`config.mk`:
```
export PLATFORM = sky130hd
export DESIGN_NAME = hilo_seq_ctrl
export DESIGN_NICKNAME = d
export VERILOG_FILES = /design/src/rtl/hilo_seq_ctrl.sv
export SDC_FILE = /design/constraint.sdc
export NUM_CORES = 1
export LEC_CHECK = 0
export BUFFER_PORTS_ARGS = -buffer_cell sky130_fd_sc_hd__buf_2
export CORE_AREA = 2 2 126 128
export CTS_BUF_LIST = sky130_fd_sc_hd__clkbuf_4 sky130_fd_sc_hd__clkbuf_8
export DETAILED_ROUTE_END_ITERATION = 8
export DIE_AREA = 0 0 128 130
export PLACE_DENSITY = 0.78
export SLEW_MARGIN = 5
export SYNTH_ARGS = -nofsm -noshare
export SYNTH_HDL_FRONTEND = slang
export SYNTH_SLANG_ARGS = --single-unit
```
`constraint.sdc`:
```
create_clock -name clk -period 2.34 [get_ports clk]
set_input_delay 0.468 -clock clk [delete_from_list [all_inputs] [get_ports clk]]
set_output_delay 0.468 -clock clk [all_outputs]
set_load 0.03 [all_outputs]
```
`src/rtl/hilo_seq_ctrl.sv`:
```
// hilo_seq_ctrl -- sequencer between the control unit and the iterative
// mult/div units. Accepts one request, pulses the selected unit's start,
// waits its fixed latency with stall held high, captures the result into
// the architectural HI/LO registers, then pulses done.
//
// Optional feature, macro DIV0_EXC_EN: adds output div0_exc. A DIV with a
// zero divisor bypasses the divider, leaves HI/LO untouched and raises
// div0_exc together with done. Without the macro a zero divisor is
// sequenced like any other DIV.
module hilo_seq_ctrl #(
  parameter int unsigned MULT_LAT = 37,
  parameter int unsigned DIV_LAT  = 34,
  parameter int unsigned CNT_W    = 6
) (
  input  logic        clk,
  input  logic        reset,
  input  logic        op_valid,
  input  logic        op_div,
  input  logic [31:0] opA,
  input  logic [31:0] opB,
  output logic        mult_start,
  output logic        div_start,
  output logic [31:0] unit_A,
  output logic [31:0] unit_B,
  input  logic [31:0] mult_hi,
  input  logic [31:0] mult_lo,
  input  logic [31:0] div_hi,
  input  logic [31:0] div_lo,
  output logic [31:0] hi,
  output logic [31:0] lo,
  output logic        stall,
`ifdef DIV0_EXC_EN
  output logic        div0_exc,
`endif
  output logic        done
);

  localparam logic [1:0] S_IDLE    = 2'd0;
  localparam logic [1:0] S_ISSUE   = 2'd1;
  localparam logic [1:0] S_WAIT    = 2'd2;
  localparam logic [1:0] S_CAPTURE = 2'd3;

  localparam logic [CNT_W-1:0] MULT_LOAD = CNT_W'(MULT_LAT);
  localparam logic [CNT_W-1:0] DIV_LOAD  = CNT_W'(DIV_LAT);
  localparam logic [CNT_W-1:0] CNT_ONE   = CNT_W'(1);

  logic [1:0]       state_q, state_d;
  logic [CNT_W-1:0] cnt_q, cnt_d;
  logic             sel_q;
  logic [31:0]      unit_A_q, unit_B_q;
  logic [31:0]      hi_q, lo_q;
  logic             done_q;
  logic             accept;
`ifdef DIV0_EXC_EN
  logic             div0_q;
  logic             div0_exc_q;
  logic             div0_req;

  assign div0_req = op_div && (opB == '0);
`endif

  assign accept = (state_q == S_IDLE) && op_valid;

  // Next-state and latency counter logic
  always_comb begin
    state_d = state_q;
    cnt_d   = cnt_q;
    case (state_q)
      S_IDLE: begin
        if (op_valid) begin
`ifdef DIV0_EXC_EN
          if (div0_req) state_d = S_CAPTURE;
          else          state_d = S_ISSUE;
`else
          state_d = S_ISSUE;
`endif
        end
      end
      S_ISSUE: begin
        cnt_d   = sel_q ? DIV_LOAD : MULT_LOAD;
        state_d = S_WAIT;
      end
      S_WAIT: begin
        cnt_d = cnt_q - CNT_ONE;
        if (cnt_q == CNT_ONE) state_d = S_CAPTURE;
      end
      default: begin
        state_d = S_IDLE;
      end
    endcase
  end

  // FSM state and counter registers
  always_ff @(posedge clk or negedge reset) begin
    if (!reset) begin
      state_q <= S_IDLE;
      cnt_q   <= '0;
    end else begin
      state_q <= state_d;
      cnt_q   <= cnt_d;
    end
  end

  // Operand and unit-select capture on accept; held until the next accept
  always_ff @(posedge clk or negedge reset) begin
    if (!reset) begin
      unit_A_q <= '0;
      unit_B_q <= '0;
      sel_q    <= 1'b0;
    end else if (accept) begin
      unit_A_q <= opA;
      unit_B_q <= opB;
      sel_q    <= op_div;
    end
  end

`ifdef DIV0_EXC_EN
  // Remember whether the accepted request was a divide by zero
  always_ff @(posedge clk or negedge reset) begin
    if (!reset) begin
      div0_q <= 1'b0;
    end else if (accept) begin
      div0_q <= div0_req;
    end
  end

  // Exception flag pulses alongside done for a bypassed divide by zero
  always_ff @(posedge clk or negedge reset) begin
    if (!reset) begin
      div0_exc_q <= 1'b0;
    end else begin
      div0_exc_q <= (state_q == S_CAPTURE) && div0_q;
    end
  end

  assign div0_exc = div0_exc_q;
`endif

  // Architectural HI/LO update, only in CAPTURE
  always_ff @(posedge clk or negedge reset) begin
    if (!reset) begin
      hi_q <= '0;
      lo_q <= '0;
`ifdef DIV0_EXC_EN
    end else if ((state_q == S_CAPTURE) && !div0_q) begin
`else
    end else if (state_q == S_CAPTURE) begin
`endif
      hi_q <= sel_q ? div_hi : mult_hi;
      lo_q <= sel_q ? div_lo : mult_lo;
    end
  end

  // Done pulse in the cycle after CAPTURE
  always_ff @(posedge clk or negedge reset) begin
    if (!reset) begin
      done_q <= 1'b0;
    end else begin
      done_q <= (state_q == S_CAPTURE);
    end
  end

  assign mult_start = (state_q == S_ISSUE) && !sel_q;
  assign div_start  = (state_q == S_ISSUE) && sel_q;
  assign stall      = (state_q != S_IDLE) || op_valid;
  assign unit_A     = unit_A_q;
  assign unit_B     = unit_B_q;
  assign hi         = hi_q;
  assign lo         = lo_q;
  assign done       = done_q;

endmodule

```
* After elaboration in Yosys (flattened, before gate mapping)
Cells that the tools add are included.
** Storage, ports and cells
- ROM bits :: 0
- Latch bits :: 0
- Memory bits (writable) :: 0
- Memories kept :: 0
- Input port bits :: 196
- Register bits after elaboration :: 138
** Cells by class
- Add/subtract/negate cells :: 1
- Mux-type cells :: 7
- Div/mod/pow operators :: 0
- Bitwise operators :: 0
- Shift-type cells :: 0
- $mul :: 0
- Reductions and logical operators :: 9
- $lt $le $gt $ge :: 0
- Equal/unequal tests :: 6
** Operators with widths (count)
- two-way mux 32 bit :: 2
- case mux 6 bit (2 select lines) :: 1
- == test 6 x 1 -> 1 bit (second input constant) :: 1
- case mux 2 bit (3 select lines) :: 1
- subtractor 6 x 1 -> 6 bit (second input constant) :: 1
- == test 2 bit (second input constant) :: 2
- two-way mux 2 bit :: 2
- != test 2 bit (second input constant) :: 2
- nonzero test 2 bit :: 2
- logical AND 1 bit :: 3
- two-way mux 3 bit :: 1
- == test 2 x 1 -> 1 bit (second input constant) :: 1
- logical NOT 2 bit :: 1
- AND reduction 2 bit :: 1
- logical NOT 1 bit :: 1
- logical OR 1 bit :: 1

* Depth between registers and ports, before layout
- Depth after elaboration :: 3
- Mapped depth :: 6
- Gate-level depth less buffers :: 6

* Worst setup path before layout
No wires, ideal clock.
- Path kind :: reg2out
- Start point :: register sel_q
- End point :: output mult_start
- Stages on the path, launching flop included :: 5
- Arrival :: 1.205 ns
- Slack :: 0.667 ns
- Path through :: dfrtp_1 buf_2 buf_6 buf_6 nor2b_1
** On the way
- Cells in the longest elaborated chain, start to end :: 2
** RTL lines
- start, declared :: line 49 : logic sel_q;
- start signal, assigned :: line 113 : sel_q <= op_div;
- logical NOT 1 bit :: line 163 : assign mult_start = (state_q == S_ISSUE) && !sel_q;
- logical AND 1 bit :: line 163
- end, declared :: line 21 : output logic mult_start,
Every way passes these cells.

* Worst setup path after layout
- Start point :: register state_q[0]
- End point :: output stall
** On the way
- Cells in the longest elaborated chain, start to end :: 2
** RTL lines
- start, declared :: line 47 : logic [1:0] state_q, state_d;
- start signal, assigned :: line 99 : state_q <= state_d;
- nonzero test 2 bit :: line 165 : assign stall = (state_q != S_IDLE) || op_valid;
- logical OR 1 bit :: line 165
- end, declared :: line 31 : output logic stall,
Every way passes these cells.

==> qor.yml <==
coreArea_um2: 15400
ys_ff_latch: 138
p_leak_nw: 4.16
outcome: "finished clean"
drtAntennaViolNets: 0
port_buffers: 327
hold_end: "unit_A[4]$_DFFE_PN0P_"
wl_per_cell_um: 14.8
slowest_delay_ns: 0.45
crit_path_top_delay_cell: "dfrtp_1"
grt_pass1_vias: 4521
tightest_slew_ns: 0.463
cts_buffer_depth: 2
fin_skew_ns: 0.0103
r2r_start: "state_q[0]$_DFFE_PN0P_"
avgSynthCellArea_um2: 12.6
hp-class: "in2reg"
multi_input_area_um2: 2250
worstSetupPathType: "reg2out"
start_util: 0.383
arrival_ns: 1.62
crit_chain: "inv_1 > ha_1 > nand2b_1 > buf_2"
ys_seq_area_frac: 0.585
worstHoldStart: "opA[4]"
hold_path_depth: 2
wirelength_um: 14800
seqCellArea_um2: 3460
setup_viol: 0
syn-num-nets: 671
first_pass_iters: 4
power_density_nw_per_um2: 1580
placed_cell_area_um2: 7760
r2r_slack_ns: 0.45
syn_inst: 468
crit_required_ns: 1.87
fp.dieH_um: 130
initialDrtViolationCount: 130
ir_drop_uv: 717
nNetsFinal: 999
startpoint_type: "flop"
rsz0062_at_grt: "no"
synth_area_um2: 5910
vias: 4684
grt_max_degree: 61
period_needed_ns: 2.08
via_per_inst: 4.68
post_cts_resized: 0
setup_slack_ns: 0.256
worstReg2RegEnd: "unit_B[20]$_DFFE_PN0P_"
hold_viol: 0
hpwlAfterDp_um: 11300
die_w_um: 128
grt_usage: 0.171
dpl_worst_slack_ns: 0.453
fmax_mhz: 480
diodes: 0
synth.distinct_cells: 30
antenna_found_initial: 0
layout-drive-gt1-share: 0.466
tns_ns: 0
ioPinCount: 328
finalWeightedCongestion: 0.796
clock-sinks: 138
yosys_warnings: 0
tritoncts: "done"
finalCritPeriodShare: 0.890
slew_viol_final: 0
clk_pin_slew_ns: 0.08
die_area_um2: 16600
cts_root_buffer: "clkbuf_8"
stdcell_area_um2: 8170
grt_pass1_wl_um: 21800
cp-end-kind: "primary output"
r2r_cells: 5
fp-row-count: 46
cp_max_fo: 4
clk_latency_ns: 0.45
slew_headroom: 0.692
drc: 0
overflow: 0
cap_viol_max_count: 0
nFillCells: 1381
area_growth_pct: 38.3
h-tree-depth: 4
cts_buffers: 17
worstSetupStartpoint: "state_q[0]$_DFFE_PN0P_"
==> timing repair <==
item	CTS	global route
hold endpoints to repair	44	0
hold buffers	1	0
buffers inserted	0	0
==> metrics by stage <==
step | power (mW) | hold WS, ns | cells | util
CTS | 13.1 | 0.197 | 1001 | 0.530
global route | 13.7 | 0.197 | 1001 | 0.530
global placement | 10.9 | 0.435 | 968 | 0.503
detailed placement | 11.1 | 0.444 | 968 | 0.503
finish | 12.9 | 0.226 | 1001 | 0.530
floorplan | 9.05 | 0.172 | 468 | -
==> metal layers <==
layer | vias to the layer above | track usage | routed length [µm]
met4 | 0 | 0.0679 | 242
li1 | 2279 | - | -
met1 | 2176 | 0.199 | 5900
met2 | 206 | 0.292 | 7480
met3 | 23 | 0.0570 | 1160
met5 | - | 0 | 0
==> flip-flops by register name, summed over array words and instances, names as in the netlist <==
| name | cells |
|---|---|
| hi | 32 |
| lo | 32 |
| unit_A | 32 |
| unit_B | 32 |
| cnt_q | 6 |
| state_q | 2 |
| done | 1 |
| sel_q | 1 |
==> cell families after synthesis <==
kind of cell,Yosys count,synth area share
flops,138,0.585
mux,132,0.238
simple gates,77,0.0551
compound gates,76,0.0682
buf+inv,36,0.0364
fa+ha+maj,7,0.0148
xor+xnor,2,0.00297
==> power by group <==
group          switching, mW  internal [mW]  total [mW]
logic                   4.42           2.27        6.69
registers              0.693           3.60        4.30
clock network          0.921           1.04        1.96
total                   6.03           6.91        12.9
==> synthesized netlist by cell type <==
master	instances	area (µm²)
a21oi_1	67	335
or3b_1	1	8.76
a32oi_2	1	16.3
xnor2_1	1	8.76
o21ai_0	1	5.00
inv_1	7	26.3
nor3_1	1	5.00
o31a_1	1	8.76
clkbuf_1	8	30.0
a31oi_1	1	6.26
mux2_2	2	22.5
mux2_1	64	721
buf_4	6	45.0
buf_1	4	15.0
nand2_1	3	11.3
buf_2	4	20.0
nor2_1	66	248
xor2_1	1	8.76
ha_1	7	87.6
o21ai_1	3	15.0
nor2b_1	2	12.5
dfrtp_1	138	3450
o21bai_1	1	7.51
nor3b_2	1	12.5
mux2i_1	66	661
o2bb2ai_1	1	8.76
and2_1	1	6.26
nand2b_1	1	6.26
buf_6	7	78.8
nor4b_2	1	15.0
==> worst max-delay path by stage <==
stage                             endpoint  slack, ns
floorplan                       mult_start       0.67
global placement    unit_B[20]$_DFFE_PN0P_       0.54
detailed placement   unit_A[9]$_DFFE_PN0P_       0.45
CTS                                  stall       0.21
global route                         stall       0.14
finish                               stall       0.26
==> placed cells by master (no fill, tap or decap), drive strengths merged, types with 2 or more instances in the layout <==
cell,synthesis,layout
buf,21,337
dfrtp,138,138
a21oi,67,67
mux2i,66,66
nor2,66,66
mux2,66,66
clkbuf,8,21
inv,7,7
ha,7,7
clkinv,0,6
o21ai,4,4
clkinvlp,0,3
nand2,3,3
nor2b,2,2
bufinv,0,2
==> layout make-up <==
cell class                      instances  area share
Sequential cell                       138       0.423
Multi-Input combinational cell        294       0.276
Clock buffer                           21      0.0346
Inverter                                7     0.00322
Clock inverter                         11      0.0147
Tap cell                              192      0.0294
Timing Repair Buffer                  338       0.219
==> worst max-delay path, delay by kind of cell (launching register included) <==
kind          cells  cell delay (ns)
flops             1             0.45
buf+inv           2             0.34
fa+ha+maj         1             0.24
simple gates      1             0.14
Note: power is estimated with default switching activity, not from simulation.
